<file path="config.mk">
export PLATFORM = sky130hd
export DESIGN_NAME = compare_cards
export DESIGN_NICKNAME = d
export VERILOG_FILES = /design/src/rtl/compare_cards.sv
export SDC_FILE = /design/constraint.sdc
export NUM_CORES = 1
export LEC_CHECK = 0
export ABC_AREA = 1
export ABC_CLOCK_PERIOD_IN_PS = 3060
export CAP_MARGIN = 5
export CORE_ASPECT_RATIO = 0.6
export CORE_MARGIN = 10
export CORE_UTILIZATION = 53
export CTS_BUF_LIST = sky130_fd_sc_hd__clkbuf_2 sky130_fd_sc_hd__clkbuf_4 sky130_fd_sc_hd__clkbuf_8
export DETAILED_ROUTE_END_ITERATION = 10
export GPL_TIMING_DRIVEN = 0
export HOLD_SLACK_MARGIN = 0.1
export PLACE_DENSITY_LB_ADDON = 0.05
export SLEW_MARGIN = 20
export SYNTH_ARGS = -nofsm -noshare
export SYNTH_HDL_FRONTEND = slang
export SYNTH_SLANG_ARGS = --single-unit
</file>
<file path="constraint.sdc">
create_clock -name clock -period 3.06 [get_ports clock]
set_input_delay 0.918 -clock clock [delete_from_list [all_inputs] [get_ports clock]]
set_output_delay 0.918 -clock clock [all_outputs]
set_load 0.01 [all_outputs]
</file>
<file path="src/rtl/compare_cards.sv">
// Pair-matching core for the 6x6 memory game: two-card selection, compare, retire, count.
// Optional macro COMPARE_CARDS_LOCKOUT_EN adds a post-mismatch press lockout of LOCKOUT_CYCLES.
module compare_cards #(
    parameter int LOCKOUT_CYCLES = 4
) (
    input  logic        clock,
    input  logic        resetN,
    input  logic        A,
    input  logic [2:0]  inputState,
    input  logic [5:0]  mem6x6,
    output logic [4:0]  data1,
    output logic [4:0]  data2,
    output logic        cardOneTwo,
    output logic [31:0] pairsFound,
    output logic        GO
);

    localparam logic [2:0]  PLAY      = 3'd2;
    localparam logic [31:0] ALL_PAIRS = 32'd18;

    if (LOCKOUT_CYCLES < 1) begin : g_bad_cfg
        $error("LOCKOUT_CYCLES must be at least 1");
    end

    typedef enum logic [2:0] {
        FIRST,
        SECOND,
        COMPARE,
`ifdef COMPARE_CARDS_LOCKOUT_EN
        LOCKOUT,
`endif
        DONE
    } state_t;

    state_t      state_q, state_d;
    logic        a_q;
    logic [4:0]  data1_q, data1_d, data2_q, data2_d;
    logic [5:0]  cardmem1, cardmem1_d, cardmem2, cardmem2_d;
    logic        card_one_two_q, card_one_two_d;
    logic [31:0] pairs_q, pairs_d;
    logic        go_q, go_d;
    logic [35:0] matched_q, matched_d;
    logic        press, sel_matched, accept;

`ifdef COMPARE_CARDS_LOCKOUT_EN
    localparam int LW = $clog2(LOCKOUT_CYCLES + 1);
    logic [LW-1:0] lock_cnt_q, lock_cnt_d;
`endif

    // Pair partners sit 18 apart, so the face depends only on pos mod 18.
    function automatic logic [4:0] deck_face(input logic [5:0] pos);
        logic [5:0] m;
        m = (pos >= 6'd18) ? pos - 6'd18 : pos;
        return m[4:0] ^ 5'b01111;
    endfunction

    assign press = A & ~a_q;

    always_comb begin
        sel_matched = 1'b0;
        for (int i = 0; i < 36; i++)
            if (mem6x6 == 6'(i)) sel_matched = matched_q[i];
    end

    assign accept = press && (inputState == PLAY) && (mem6x6 <= 6'd35) && !sel_matched;

    always_comb begin
        state_d        = state_q;
        data1_d        = data1_q;
        data2_d        = data2_q;
        cardmem1_d     = cardmem1;
        cardmem2_d     = cardmem2;
        card_one_two_d = card_one_two_q;
        pairs_d        = pairs_q;
        go_d           = go_q;
        matched_d      = matched_q;
`ifdef COMPARE_CARDS_LOCKOUT_EN
        lock_cnt_d     = lock_cnt_q;
`endif
        case (state_q)
            FIRST: begin
                if (accept) begin
                    cardmem1_d     = mem6x6;
                    data1_d        = deck_face(mem6x6);
                    data2_d        = 5'd0;
                    card_one_two_d = 1'b1;
                    state_d        = SECOND;
                end
            end
            SECOND: begin
                if (accept && (mem6x6 != cardmem1)) begin
                    cardmem2_d     = mem6x6;
                    data2_d        = deck_face(mem6x6);
                    card_one_two_d = 1'b0;
                    state_d        = COMPARE;
                end
            end
            COMPARE: begin
                if (data1_q == data2_q) begin
                    for (int i = 0; i < 36; i++)
                        if ((cardmem1 == 6'(i)) || (cardmem2 == 6'(i))) matched_d[i] = 1'b1;
                    if (pairs_q < ALL_PAIRS) pairs_d = pairs_q + 32'd1;
                    if (pairs_q + 32'd1 >= ALL_PAIRS) begin
                        go_d    = 1'b1;
                        state_d = DONE;
                    end else begin
                        state_d = FIRST;
                    end
                end else begin
`ifdef COMPARE_CARDS_LOCKOUT_EN
                    lock_cnt_d = '0;
                    state_d    = LOCKOUT;
`else
                    state_d    = FIRST;
`endif
                end
            end
`ifdef COMPARE_CARDS_LOCKOUT_EN
            LOCKOUT: begin
                if (lock_cnt_q == LW'(LOCKOUT_CYCLES - 1)) state_d = FIRST;
                else lock_cnt_d = lock_cnt_q + 1'b1;
            end
`endif
            DONE:    go_d    = 1'b1;
            default: state_d = FIRST;
        endcase
    end

    always_ff @(posedge clock) begin
        if (!resetN) begin
            state_q        <= FIRST;
            a_q            <= 1'b0;
            data1_q        <= '0;
            data2_q        <= '0;
            cardmem1       <= '0;
            cardmem2       <= '0;
            card_one_two_q <= 1'b0;
            pairs_q        <= '0;
            go_q           <= 1'b0;
            matched_q      <= '0;
`ifdef COMPARE_CARDS_LOCKOUT_EN
            lock_cnt_q     <= '0;
`endif
        end else begin
            state_q        <= state_d;
            a_q            <= A;
            data1_q        <= data1_d;
            data2_q        <= data2_d;
            cardmem1       <= cardmem1_d;
            cardmem2       <= cardmem2_d;
            card_one_two_q <= card_one_two_d;
            pairs_q        <= pairs_d;
            go_q           <= go_d;
            matched_q      <= matched_d;
`ifdef COMPARE_CARDS_LOCKOUT_EN
            lock_cnt_q     <= lock_cnt_d;
`endif
        end
    end

    assign data1      = data1_q;
    assign data2      = data2_q;
    assign cardOneTwo = card_one_two_q;
    assign pairsFound = pairs_q;
    assign GO         = go_q;

endmodule

</file>
== Word level (Yosys, flattened, before mapping) ==
Index checks and enable logic that the tools add are counted.
Cells by class
  add/subtract/negate cells: 2
  $lt $le $gt $ge: 4
  equal/unequal tests: 115
  muxes and demuxes: 51
  bitwise operators: 4
  reduce and logical (&&, ||, !) cells: 89
Operators by type and width (count)
  6-bit by 5-bit == test with 1-bit output, second input constant: 48
  6-bit by 4-bit == test with 1-bit output, second input constant: 24
  3-bit AND reduction: 40
  6-bit by 3-bit == test with 1-bit output, second input constant: 12
  6-bit == test, second input constant: 12
  1-bit two-way mux: 40
  6-bit by 2-bit == test with 1-bit output, second input constant: 6
  1-bit logical OR: 36
  32-bit by 1-bit adder with 32-bit output, second input constant: 1
  32-bit by 5-bit greater-or-equal comparator with 1-bit output, second input constant: 1
  32-bit by 5-bit < comparator with 1-bit output, second input constant: 1
  6-bit by 1-bit == test with 1-bit output, second input constant: 3
  6-bit logical NOT: 3
  5-bit two-way mux: 3
  3-bit one-hot mux with 4 select lines: 1
  5-bit one-hot mux with 2 select lines: 1
  3-bit by 2-bit == test with 1-bit output, second input constant: 3
  3-bit two-way mux: 3
  2-bit != test, second input constant: 4
  6-bit by 5-bit greater-or-equal comparator with 1-bit output, second input constant: 1
  6-bit less-or-equal comparator, second input constant: 1
  6-bit != test: 1
  5-bit == test: 1
  5-bit subtractor, second input constant: 1
  11 further kinds: 18
Storage, ports and cells
  flip-flop bits (word level): 96
  output and inout bits: 44

== Depth between registers and ports, before layout ==
Gate-level depths: netlist of the first run.
  depth in word-level cells: 42
  mapped depth: 29
  mapped depth without buffers: 27

== Worst setup path before layout of the first run ==
OpenSTA, ideal clock, no wires.
  path kind: input-to-reg
  from: input mem6x6[0]
  to: register cardmem1[2]
  arrival: 3126 ps
  data required time: 2928 ps
  path slack: -198 ps
  cell stages on the path: 26
  path buffers: 2
  cells stage by stage: buf_2 > nor2_2 > nand2_1 > nor2_1 > nor2_1 > o21ai_1 > nand4_1 > nand2_1 > nand4_1 > nand2_1 > nand4_1 > nand2_1 > nand3_1 > nor2_1 > nand3_1 > nand2_1 > nand4_1 > nand2_1 > nand4_1 > nand2_1 > nand4_1 > nand2_2 > nand3_2 > buf_2 > nand2_1 > a21oi_1
Between the ends
  longest elaborated chain between the ends: 40
  elaborated cells on any way between the ends: 77
  those cells by class: order compare: 1; eq/ne: 35; mux: 36; reduce/logical: 5
Ends and longest elaborated chain
  start: declaration: RTL line 10  | input logic [5:0] mem6x6,
  6-bit logical NOT: RTL line 62  | if (mem6x6 == 6'(i)) sel_matched = matched_q[i];
  1-bit two-way mux (36 in series): RTL line 62
  1-bit logical NOT: RTL line 65  | assign accept = press && (inputState == PLAY) && (mem6x6 <= 6'd35) && !sel_matched;
  1-bit logical AND (*): RTL line 65
  2-bit AND reduction (no line) (*)
  end signal: assignment: RTL line 149  | cardmem1 <= cardmem1_d;
  end: declaration: RTL line 38  | logic [5:0] cardmem1, cardmem1_d, cardmem2, cardmem2_d;
Every way passes the cells marked *; elsewhere a longest branch is shown, timed or not.
A chain may end at the register's enable or synchronous reset.

== Final worst setup path of the first run ==
  from: input mem6x6[1]
  to: register data2_q[0] (netlist: data2[0])
Between the ends
  longest elaborated chain between the ends: 42
  elaborated cells on any way between the ends: 86
  those cells by class: order compare: 2; eq/ne: 38; mux: 39; bitwise: 1; reduce/logical: 6
Ends and longest elaborated chain
  6-bit logical NOT: RTL line 62
  1-bit two-way mux (36 in series): RTL line 62
  1-bit logical NOT: RTL line 65
  1-bit logical AND: RTL line 65
  1-bit logical AND: RTL line 91  | if (accept && (mem6x6 != cardmem1)) begin
  2-bit != test (no line)
  3-bit AND reduction (no line)
  end signal: assignment: RTL line 148  | data2_q <= data2_d;
  end: declaration: RTL line 37  | logic [4:0] data1_q, data1_d, data2_q, data2_d;
Several ways; a longest one is shown, not always the timed one. The select of a mux whose other input is x is not followed.

==> metrics.md, run 1 <==
| Metric | Value |
|---|---|
| H-tree depth | `3` |
| CP max FO | `8` |
| Sequential area share after synthesis | `0.369` |
| Total GRT Usage | `0.256` |
| Place WS | `-706 ps` |
| Startpoint type of the worst setup path | `primary input` |
| Cell Area, Placed | `0.00585 mm2` |
| Pint | `1.78 mW` |
| Number of global-route vias before repair | `5,349` |
| Die height | `96.4 um` |
| Mapped Area | `0.00516 mm2` |
| NetSw | `0.610 mW` |
| Main combinational cell family by area after synthesis | `simple AND/OR/NAND/NOR gates` |
| Gr ovfl total | `0` |
| Clock latency at the later pin of the worst-skew pair | `380 ps` |
| Antenna cells | `0` |
| I/O pin count | `56` |
| # DRC | `0` |
| Drt pass-1 iters | `7` |
| RSZ-0062 raised after global routing | `yes` |
| Critical path arrival | `3680 ps` |
| Total wire length | `19,200 um` |
| Initial antenna violation count | `0` |
| Post-synthesis simple-gate area fraction | `0.323` |
| DR vias/cell | `5.90` |
| Tightest Pin Transition | `849 ps` |
| Row Count | `27` |
| F_max | `296 MHz` |
| Layout Skew | `13.5 ps` |
| Slowest CP cell | `a21oi_1` |
| Avg Inst Size Synth | `6.73 um2` |
| Clk sinks | `95` |
| Yosys warning total | `0` |
| CP Data Required Time | `3360 ps` |
| Core box area | `0.00932 mm2` |
| # nets final | `876` |
| CTS Hold Bufs | `0` |
| Initial Utilization | `0.553` |
| Worst Setup End Kind | `flop` |
| Fin. max-slew vios | `0` |
| MaxCap Viol Count | `0` |
| Adder-cell area share of the yosys netlist | `0.00728` |
| Max rail drop VDD | `318 uV` |
| Fin cells | `996` |
| Clk slew on worst S/H paths | `100 ps` |
| Final WS setup | `-320 ps` |
| Final GP Congestion | `0.963` |
| Vias | `5,876` |
| Hold slack | `467 ps` |
| Ys flop type | `dfxtp_1` |
| CTS tree | `yes` |
| Crit path largest cell delay | `240 ps` |
| EDFF count, synth | `0` |
| Slew HR | `0.431` |
| Final min period | `3380 ps` |
| Hold WC Path Type | `flop to flop` |
| IO Port Bufs | `48` |
| Final period utilization | `1.10` |
| Switching Fraction | `0.255` |
| Layout cells sized above 1 | `0.187` |
| CTS root buf | `clkbuf_8` |
| DP HPWL | `13,600 um` |
| Chip width | `147 um` |
| Synth Register Bits | `95` |
| Die ar. | `0.0142 mm2` |
| Post-synthesis compound-gate area fraction | `0.144` |
| Final Cell Area | `0.00682 mm2` |
| Share of power burned in registers | `0.518` |
| Failing checks | `setup timing` |
| Status | `finished, violations left` |
| Power per cell area | `351 mW/mm2` |
| Clock power share | `0.402` |
| Syn_nets | `781` |
| Cell variety after synth | `46` |
| Hold Violations, Final | `0` |
| Combinational fraction of design power | `0.080` |
| First-pass GRT wire length | `28,600 um` |
| Synth-to-Final Area Change | `32.2%` |
| Syn Inst Count | `766` |
| CP Class | `primary input to flop` |
| Largest net degree at the start of global routing | `17` |
| Fillers | `714` |
| Initial DRC count | `808` |
| Mux cell area share after synthesis | `0` |
| Setup-failing EPs final | `26` |
| XOR/XNOR Fraction of Synth Area | `0.0527` |
| Cells after DPL | `944` |
| Asr flop ratio synth | `0` |
| Maximum clock path buffer count | `2` |
| Remaining antenna violation count | `0` |
| P_leak | `2.83 nW` |
| Setup TNS | `-7080 ps` |
| Num CTS Buffers | `9` |
| Wire per inst | `19.3 um` |
registers in the layout, indices dropped and copies added (netlist names):
| register | flops |
|---|---|
| data1 | 5 |
| a_q | 1 |
| cardOneTwo | 1 |
| data2 | 5 |
| GO | 1 |
| state_q | 2 |
| cardmem2 | 6 |
| matched_q | 36 |
| cardmem1 | 6 |
| pairsFound | 32 |
repair_timing:
action,CTS,global route
pin swaps,32,34
gates resized for setup,76,53
endpoints found under the hold margin,0,0
setup buffers,25,8
cloned,2,1
setup endpoints to repair,26,56
synthesized netlist by cell type (8+ instances only):
master | count | area share
nand2_1 | 177 | 0.13
inv_1 | 98 | 0.071
dfxtp_1 | 95 | 0.37
nor2_1 | 90 | 0.066
a21oi_1 | 63 | 0.061
o22ai_1 | 40 | 0.049
nand4_1 | 28 | 0.034
nand3_1 | 27 | 0.026
xor2_1 | 22 | 0.037
clkbuf_1 | 19 | 0.014
inv_2 | 13 | 0.0095
nor3_1 | 11 | 0.011
nor4_1 | 11 | 0.013
o21ai_0 | 10 | 0.0097
xnor2_1 | 9 | 0.015
buf_2 | 8 | 0.0078
path summary, 6_finish.rpt:
| kind | start | endpoint | slack, ps | depth (start not counted) |
|---|---|---|---|---|
| setup / recovery | mem6x6[1] | data2[0] | -320 | 25 |
| hold / removal | pairsFound[6] | pairsFound[6] | 470 | 2 |
| setup reg to reg | pairsFound[1] | state_q[0] | -230 | 18 |
| hold reg to reg | pairsFound[6] | pairsFound[6] | 470 | 2 |
layer usage:
layer / part of all wire / global-route usage / vias up
li1: - / - / 2706
met1: 0.43 / 0.367 / 2695
met2: 0.38 / 0.336 / 413
met3: 0.16 / 0.112 / 62
met4: 0.024 / 0.0681 / 0
met5: 0 / 0 / -
kinds of logic (layout without fill, tap and decap cells):
family          Yosys count  in the layout
buf+inv                 141            241
simple gates            368            368
xor+xnor                 31             31
compound gates          128            128
fa+ha+maj                 3              3
flops                    95             95
cells in the final DEF, fill, tap and decap left out, types with 15 or more instances in the layout:
cell | Yosys | final
nand2_1 | 177 | 157
inv_1 | 98 | 97
dfxtp_1 | 95 | 92
nor2_1 | 90 | 73
a21oi_1 | 63 | 48
clkdlybuf4s50_1 | 0 | 48
o22ai_1 | 40 | 40
buf_4 | 0 | 33
nand4_1 | 28 | 28
nand3_1 | 27 | 25
xor2_1 | 22 | 22
clkbuf_1 | 19 | 18
nand2_4 | 1 | 15
a21oi_2 | 0 | 15
final cells by class:
| cell class | count | area (um2) | area share |
|---|---|---|---|
| Timing Repair Buffer | 83 | 766 | 0.112 |
| Sequential cell | 95 | 1910 | 0.280 |
| Inverter | 114 | 460 | 0.0675 |
| Clock buffer | 10 | 138 | 0.0202 |
| Tap cell | 130 | 163 | 0.0239 |
| Timing Repair inverter | 1 | 6.26 | 0.000917 |
| Clock inverter | 6 | 90.1 | 0.0132 |
| Multi-Input combinational cell | 530 | 3100 | 0.454 |
| Buffer | 27 | 188 | 0.0275 |
power by group through the flow:
| stage | Sequential (mW) | Clock [mW] | Combinational, mW |
|---|---|---|---|
| global route | 1.24 | 1.02 | 0.199 |
| detailed placement | 1.27 | 0 | 0.136 |
| CTS | 1.24 | 0.961 | 0.166 |
| global placement | 1.27 | 0 | 0.135 |
| finish | 1.24 | 0.962 | 0.191 |
| floorplan | 1.27 | 0 | 0.0923 |
critical path, delay by kind of cell:
kind	cells	cell delay, ps
buf+inv	3	330
compound gates	2	380
simple gates	20	2050
through the flow:
step                power (mW)   util
finish                    2.39  0.731
global route              2.46  0.731
CTS                       2.37  0.703
detailed placement        1.41  0.627
global placement          1.41  0.627
floorplan                 1.36      -
Note: power is estimated with default switching activity, not from simulation.
==> run 2, diff against run 1 <==
Settings changed: CAP_MARGIN 5 to 10, GPL_TIMING_DRIVEN 0 to default.
==> metrics.md, run 2 (synthesized netlist as in run 1, its figures left out) <==
| Metric | Value |
|---|---|
| Status | `finished, violations left` |
| Failing checks | `setup timing` |
| Initial DRC count | `745 (-7.8%)` |
| Tightest Pin Transition | `578 ps (-271 ps)` |
| Largest Register | `matched_q` |
| Initial antenna violation count | `0 (unchanged)` |
| Hold WC Path Type | `flop to flop` |
| Worst Setup End Kind | `flop` |
| Fin cells | `1,039 (+4.3%)` |
| Crit path largest cell delay | `250 ps (about the same)` |
| Total GRT Usage | `0.248 (-0.00857)` |
| F_max | `310 MHz (+4.6%)` |
| Total Power | `2.45 mW (+2.2%)` |
| Max FFs per register | `36 (unchanged)` |
| Clk sinks | `95 (unchanged)` |
| MaxCap Viol Count | `0 (unchanged)` |
| Die ar. | `0.0142 mm2 (unchanged)` |
| Core box area | `0.00932 mm2 (unchanged)` |
| Hold Violations, Final | `0 (unchanged)` |
| Total wire length | `18,300 um (-4.9%)` |
| Commonest non-fill, non-tap cells in the layout | `nand2_1, inv_1, dfxtp_1, buf_4, nor2_1` |
| I/O pin count | `56 (unchanged)` |
| Final WS setup | `-170 ps (+149 ps)` |
| Slew HR | `0.614 (+0.183)` |
| CTS root buf | `clkbuf_8` |
| Wire per inst | `17.6 um (-8.9%)` |
| Most common cell after layout, fill and taps aside | `nand2_1` |
| P_leak | `3.08 nW (+9.0%)` |
| Clk slew on worst S/H paths | `90 ps (about the same)` |
| Power per cell area | `348 mW/mm2 (-0.80%)` |
| Final period utilization | `1.06 (-0.0488)` |
| IO Port Bufs | `55 (+15%)` |
| CP Class | `primary input to flop` |
| Final Cell Area | `0.00702 mm2 (+3.0%)` |
| Die height | `96.4 um (unchanged)` |
| First-pass GRT wire length | `28,000 um (-2.2%)` |
| RSZ-0062 raised after global routing | `yes` |
| Largest net degree at the start of global routing | `41 (+24)` |
| DR vias/cell | `5.68 (-3.7%)` |
| Maximum clock path buffer count | `2 (unchanged)` |
| Layout cells sized above 1 | `0.212 (+0.0253)` |
| Number of global-route vias before repair | `5,250 (-1.9%)` |
| Num CTS Buffers | `9 (unchanged)` |
| Drt pass-1 iters | `6 (-1)` |
| Critical path arrival | `3550 ps (-130 ps)` |
| CP top delay family | `simple AND/OR/NAND/NOR gates` |
| Gr ovfl total | `0 (unchanged)` |
| Buffer and inverter count on the worst path | `4 (+1)` |
| Final GP Congestion | `0.989 (+2.7%)` |
| Setup-failing EPs final | `23 (-12%)` |
| DP HPWL | `13,200 um (-3.0%)` |
| Clock latency at the later pin of the worst-skew pair | `380 ps (about the same)` |
| H-tree depth | `3 (unchanged)` |
| Startpoint type of the worst setup path | `primary input` |
| Antenna cells | `0 (unchanged)` |
| Layout Skew | `12.0 ps (-1.47 ps)` |
| Fin. max-slew vios | `0 (unchanged)` |
| Synth-to-Final Area Change | `36.2%` |
| Row Count | `27 (unchanged)` |
| Slowest CP cell | `o211ai_1` |
| CP max FO | `7 (-1)` |
| Vias | `5,902 (+0.44%)` |
| Cells after DPL | `993 (+5.2%)` |
| Chip width | `147 um (unchanged)` |
| Remaining antenna violation count | `0 (unchanged)` |
| Hold slack | `475 ps (+7.89 ps)` |
| CTS tree | `yes` |
| CP Data Required Time | `3380 ps (+20 ps)` |
| # DRC | `0 (unchanged)` |
| Max rail drop VDD | `220 uV (-31%)` |
| # nets final | `920 (+5.0%)` |
| Cell Area, Placed | `0.00630 mm2 (+7.7%)` |
| Final min period | `3230 ps (-149 ps)` |
| Initial Utilization | `0.553 (unchanged)` |
==> run 2: changes by cell type in the layout (fill, tap and decap cells not counted), sizes merged <==
cell           before  now
clkinv              5    7
clkinvlp            1    0
inv               113  111
buf                44  101
clkdlybuf4s50      48   49
nand3              31   32
bufinv              2    3
clkdlybuf4s15       0    2
clkbuf             28   10
==> run 2: layer usage <==
layer  track usage  routed length, um  share of wire  vias to the layer above
met5             0                  0              0                        -
met4        0.0558                244          0.013                        0
met3        0.0979               2960           0.16                       41
met2         0.325               6950           0.38                      414
met1         0.364               8150           0.45                     2659
li1              -                  -              -                     2788
==> run 2: final timing paths <==
path,start,end,slack (ps),cells past startpoint
hold reg to reg,pairsFound[6],pairsFound[6],480,2
setup reg to reg,pairsFound[1],state_q[1],-120,19
hold / removal,pairsFound[6],pairsFound[6],480,2
setup / recovery,mem6x6[0],data2[2],-170,28
==> run 2: stage by stage <==
step           setup WS (ps)  utilization  setup TNS (ps)
6_report                -170        0.753           -1930
5_1_grt                 -384        0.753           -7430
4_1_cts                -44.0        0.724           -73.9
3_5_place_dp            -797        0.676          -18340
3_3_place_gp            -716        0.676          -16800
2_1_floorplan          -50.8            -            -683
==> run 2: what timing repair did <==
item                                    CTS  global route
pin swaps                                19            26
cloned                                    0             2
endpoints found under the setup margin   26            26
setup buffers                            16            14
hold buffers                              0             0
gates resized for setup                  54            42
==> run 2: cell type report <==
cell class / count / area (um2)
Multi-Input combinational cell: 531 / 2950
Timing Repair inverter: 1 / 5.00
Inverter: 114 / 438
Clock inverter: 6 / 109
Clock buffer: 9 / 124
Timing Repair Buffer: 153 / 1330
Tap cell: 130 / 163
Fill cell: 720 / 2300
Sequential cell: 95 / 1910
==> run 2: worst register-to-register path: stages (launching register included) <==
cell     delay (ps)
dfxtp_2         370
buf_6           110
inv_4            30
nor3_4          190
inv_2            60
nor3_2          130
nand3_2         130
nor2_4          120
and3_4          210
nand2_4          70
nor2_8          110
nand3_4         100
nor2_4          130
nand2_2          90
xor2_1          150
or3b_1          370
o41ai_2         330
buf_4           190
nand2_2          50
and3_4          140
==> run 2: power breakdown <==
part	switching (mW)	internal, mW	total, mW	leakage, nW
Clock	0.456	0.539	0.995	0.119
Sequential	0.00395	1.24	1.24	0.767
Combinational	0.126	0.0848	0.211	2.20
